<file path="config.mk">
export PLATFORM = sky130hd
export DESIGN_NAME = mem_port_arbiter
export DESIGN_NICKNAME = d
export VERILOG_FILES = /design/src/rtl/mem_port_arbiter.sv
export SDC_FILE = /design/constraint.sdc
export NUM_CORES = 1
export LEC_CHECK = 0
export ABC_AREA = 0
export BUFFER_PORTS_ARGS = -buffer_cell sky130_fd_sc_hd__buf_2
export CORE_MARGIN = 4
export CORE_UTILIZATION = 46
export DETAILED_ROUTE_END_ITERATION = 16
export PLACE_DENSITY = 0.84
export SETUP_SLACK_MARGIN = 0.05
export SLEW_MARGIN = 15
export SYNTH_ARGS = -nofsm -noshare
export SYNTH_HDL_FRONTEND = slang
export SYNTH_SLANG_ARGS = --single-unit
</file>
<file path="constraint.sdc">
create_clock -name clk -period 2.2 [get_ports clk]
set_input_delay 0.11 -clock clk [delete_from_list [all_inputs] [get_ports clk]]
set_output_delay 0.11 -clock clk [all_outputs]
set_load 0.05 [all_outputs]
</file>
<file path="src/rtl/mem_port_arbiter.sv">
// Two-port access controller for the 5-row, 16-bit row memory: serialises port 0 / port 1
// requests, rejects unpopulated rows, returns read data with a one-cycle ack. Define MEM_ARB_RR_EN for round-robin arbitration.
module mem_port_arbiter #(
    parameter int DEPTH = 5,
    parameter int AW    = 3,
    parameter int DW    = 16
) (
    input  logic          clk,
    input  logic          rst_n,
    input  logic          req0,
    input  logic          we0,
    input  logic [AW-1:0] addr0,
    input  logic [DW-1:0] wdata0,
    output logic          ack0,
    output logic          err0,
    output logic [DW-1:0] rdata0,
    input  logic          req1,
    input  logic          we1,
    input  logic [AW-1:0] addr1,
    input  logic [DW-1:0] wdata1,
    output logic          ack1,
    output logic          err1,
    output logic [DW-1:0] rdata1,
    output logic          mem_cs,
    output logic          mem_we,
    output logic [AW-1:0] mem_addr,
    output logic [DW-1:0] mem_din,
    input  logic [DW-1:0] mem_dout,
    output logic          busy
);

    localparam logic [1:0] IDLE = 2'd0;
    localparam logic [1:0] ACC  = 2'd1;
    localparam logic [1:0] RESP = 2'd2;

    logic [1:0]    state;
    logic          own;
    logic          we_q;
    logic          gnt1;
    logic          sel_we;
    logic [AW-1:0] sel_addr;
    logic [DW-1:0] sel_wdata;
    logic          sel_ok;

`ifdef MEM_ARB_RR_EN
    logic          ptr;
`endif

    always_comb begin
        gnt1 = 1'b0;
`ifdef MEM_ARB_RR_EN
        if (req0 && req1) begin
            gnt1 = ptr;
        end else begin
            gnt1 = req1;
        end
`else
        gnt1 = req1 && !req0;
`endif
        sel_we    = gnt1 ? we1    : we0;
        sel_addr  = gnt1 ? addr1  : addr0;
        sel_wdata = gnt1 ? wdata1 : wdata0;
        // Extra bit keeps the bound check correct when DEPTH == 2**AW.
        sel_ok    = {1'b0, sel_addr} < (AW+1)'(DEPTH);
    end

    always_ff @(posedge clk) begin
        if (!rst_n) begin
            state    <= IDLE;
            own      <= 1'b0;
            we_q     <= 1'b0;
            mem_cs   <= 1'b0;
            mem_we   <= 1'b0;
            mem_addr <= '0;
            mem_din  <= '0;
            ack0     <= 1'b0;
            ack1     <= 1'b0;
            err0     <= 1'b0;
            err1     <= 1'b0;
            rdata0   <= '0;
            rdata1   <= '0;
            busy     <= 1'b0;
`ifdef MEM_ARB_RR_EN
            ptr      <= 1'b0;
`endif
        end else begin
            case (state)
                IDLE: begin
                    if (req0 || req1) begin
                        own  <= gnt1;
                        we_q <= sel_we;
                        busy <= 1'b1;
`ifdef MEM_ARB_RR_EN
                        ptr  <= ~ptr;
`endif
                        if (sel_ok) begin
                            state    <= ACC;
                            mem_cs   <= 1'b1;
                            mem_we   <= sel_we;
                            mem_addr <= sel_addr;
                            mem_din  <= sel_wdata;
                        end else begin
                            // Out-of-range: skip the memory cycle, answer straight away.
                            state <= RESP;
                            if (gnt1) begin
                                ack1 <= 1'b1;
                                err1 <= 1'b1;
                            end else begin
                                ack0 <= 1'b1;
                                err0 <= 1'b1;
                            end
                        end
                    end
                end
                ACC: begin
                    state  <= RESP;
                    mem_cs <= 1'b0;
                    mem_we <= 1'b0;
                    if (own) begin
                        ack1 <= 1'b1;
                        if (!we_q) begin
                            rdata1 <= mem_dout;
                        end
                    end else begin
                        ack0 <= 1'b1;
                        if (!we_q) begin
                            rdata0 <= mem_dout;
                        end
                    end
                end
                RESP: begin
                    state <= IDLE;
                    busy  <= 1'b0;
                    ack0  <= 1'b0;
                    ack1  <= 1'b0;
                    err0  <= 1'b0;
                    err1  <= 1'b0;
                end
                default: begin
                    state <= IDLE;
                    busy  <= 1'b0;
                end
            endcase
        end
    end

endmodule
</file>
==> flow_summary.toml <==
[power]
power.density_nw_per_um2 = 872
power_mw = 2.94
p_leak_nw = 1.55
vdd_drop_max_mv = 0.399

[place]
portBuffers = 117
gp_congestion = 0.825
dp_slack_ns = 0.471
place_area_sq_um = 3170
post-place-cells = 458
dp_hpwl_mm = 4.92

[cts]
clock_sinks = 62
cts_tree = "yes"
root_buffer = "clkbuf_8"
h-tree-depth = 3
cts_resized = 0
numCtsBuffers = 9
ctsHoldBuffers = 0
clk_latency_ns = 0.33
cts.reportedPaths.clkPinSlew_ns = 0.07
post_cts_buffers = 0
cts.path.max_buffers = 2

[setup_path]
crit_arrival_ns = 1.96
path_class = "flip-flop to flip-flop"
reg2regPathDepth = 4
worstReg2RegStart = "state[1]"
rrSetupSlack_ns = 0.50
worst-path-max-fanout = 16
worstSetupStartpointType = "flip-flop"
r2r-end = "rdata0[6]"
crit_required_ns = 2.45
crit_path_end_kind = "flip-flop"

[timing]
hold-worst-slack_ns = 0.0260
hold_viol = 0
finalCritPeriodShare_pct = 77.4
skew_ns = 0.00707
post-route-min-period_ns = 1.70
setup_violations = 0
fmax_mhz = 587
relSlewSlack_pct = 33.8
timing_worst_slew_pin_value_ns = 0.988
report.final.slew_viol_count = 0
fin_ws_ns = 0.496
rsz0062_at_grt = "false"
setup_tns_ns = 0

[floorplanning]
initial_utilization_pct = 48.8
fp.dieW_microns = 82.5
core_sq_um = 5240
pin_count = 118
dieArea_sq_um = 6810
die_h_microns = 82.5
placement_rows = 26

[cells_and_area]
drive_gt1_share_pct = 39.0
regArea_sq_um = 1240
instances_no_fill = 473
postLayoutCellArea_sq_um = 3370
final_cell_mix = "117 x buf_2, 86 x nand2_1, 62 x dfxtp_1, 39 x a21oi_1, 19 x mux2i_1"
nFillCells = 454
nets = 459
final_common_cell = "buf_2"
n_antenna_cell = 0
multi_input_area_sq_um = 1190
area_growth_syn_to_layout_pct = 31.7
final_util_pct = 64.3

[synthesis]
ys_types = 33
ys.flop_type = "dfxtp_1"
yosysSeqAreaShare_pct = 48.6
synth_area_per_cell_sq_um = 8.94
synthTopCellsByArea = "dfxtp_1 49%, nand2_1 13%, a21oi_1 7.6%"
synth_top_area_share_pct = 48.6
ys_ff_latch = 62
syn_area_sq_um = 2560
synth.largest_area_cell = "dfxtp_1"
async_flop_share_pct = 0
syn_inst = 286
synth_edf_count = 0
syn-num-nets = 346
ys_warn_count = 0

[min_path]
min_path_type = "primary input to flip-flop"
whs_path_depth = 3
min_to = "rdata1[11]"
worstHoldStart = "mem_dout[11]"

[detailed_routing]
first_pass_iters = 4
drc_errors = 0
ant_nets = 0
vias = 2434
drtIter0Drc = 103
wl_mm = 6.71
wl_per_cell_microns = 14.2
viasPerCell = 5.15

[global_routing]
grt_start_max_net_pins = 33
grt_first_pass_wirelength_mm = 10.4
grt_antenna_before_repair = 0
track_usage_pct = 20.2
overflow = 0
grt_pass1_vias = 2261

[run]
maxCapViolCount = 0

[run_status]
status = "finished clean"
## cells by family (layout without fill, tap and decap cells)
| family | after synthesis | count (layout) | synth area share [%] |
|---|---|---|---|
| compound gates | 68 | 68 | 19.2 |
| simple gates | 110 | 110 | 18.3 |
| buf+inv | 25 | 142 | 5.04 |
| flops | 62 | 62 | 48.6 |
| mux | 21 | 21 | 8.91 |
## synthesized netlist by cell type, types with 2 or more instances
cell type,n
clkbuf_1,13
a21oi_1,39
nor2_1,8
dfxtp_1,62
nand2_1,86
buf_6,4
nand4_1,3
inv_1,4
o221a_1,9
a211oi_1,2
buf_2,4
o21ai_0,2
nor3_1,3
mux2i_1,19
o221a_2,10
## state kept, by name, summed over array words and instances (netlist names)
| signal | count |
|---|---|
| err0 | 1 |
| mem_we | 1 |
| busy | 1 |
| ack1 | 1 |
| rdata1 | 16 |
| err1 | 1 |
| own | 1 |
| ack0 | 1 |
| we_q | 1 |
| rdata0 | 16 |
| mem_cs | 1 |
| state | 2 |
| mem_din | 16 |
| mem_addr | 3 |
## power breakdown
part	total, mW	switching, mW	internal (mW)
Combinational	0.679	0.475	0.205
Clock	0.999	0.420	0.579
Sequential	1.26	0.0518	1.21
## critical path: stages (launching register included)
cell and delay (ns):
dfxtp_1 0.36, nand2b_4 0.19, nor3_2 0.75, nand2_1 0.15, a21oi_1 0.18
## area by class of cell
type | count | share of cell area, %
sequential | 62 | 36.9
multi-input combinational | 199 | 35.5
timing repair buffer | 123 | 18.7
clock buffer | 12 | 4.61
tap | 70 | 2.60
clock inverter | 3 | 1.30
inverter | 4 | 0.446
## metal layers
metal / GRT usage (%) / vias up / wire length (microns)
li1: - / 1220 / -
met1: 23.8 / 1104 / 2770
met2: 34.0 / 98 / 3220
met3: 5.10 / 12 / 582
met4: 9.64 / 0 / 129
met5: 0 / - / 0
## worst max-delay path by stage
| stage | startpoint | end | slack (ns) | cells after the start |
|---|---|---|---|---|
| after detailed placement | state[1] | rdata0[6] | 0.47 | 4 |
| after floorplan | state[1] | rdata1[5] | 0.66 | 6 |
| after global placement | state[1] | rdata0[14] | 0.61 | 4 |
| after global routing | state[1] | rdata0[6] | 0.34 | 4 |
| after CTS | state[1] | rdata0[6] | 0.46 | 4 |
| final | state[1] | rdata0[6] | 0.50 | 4 |
(Power assumes the default switching activity.)
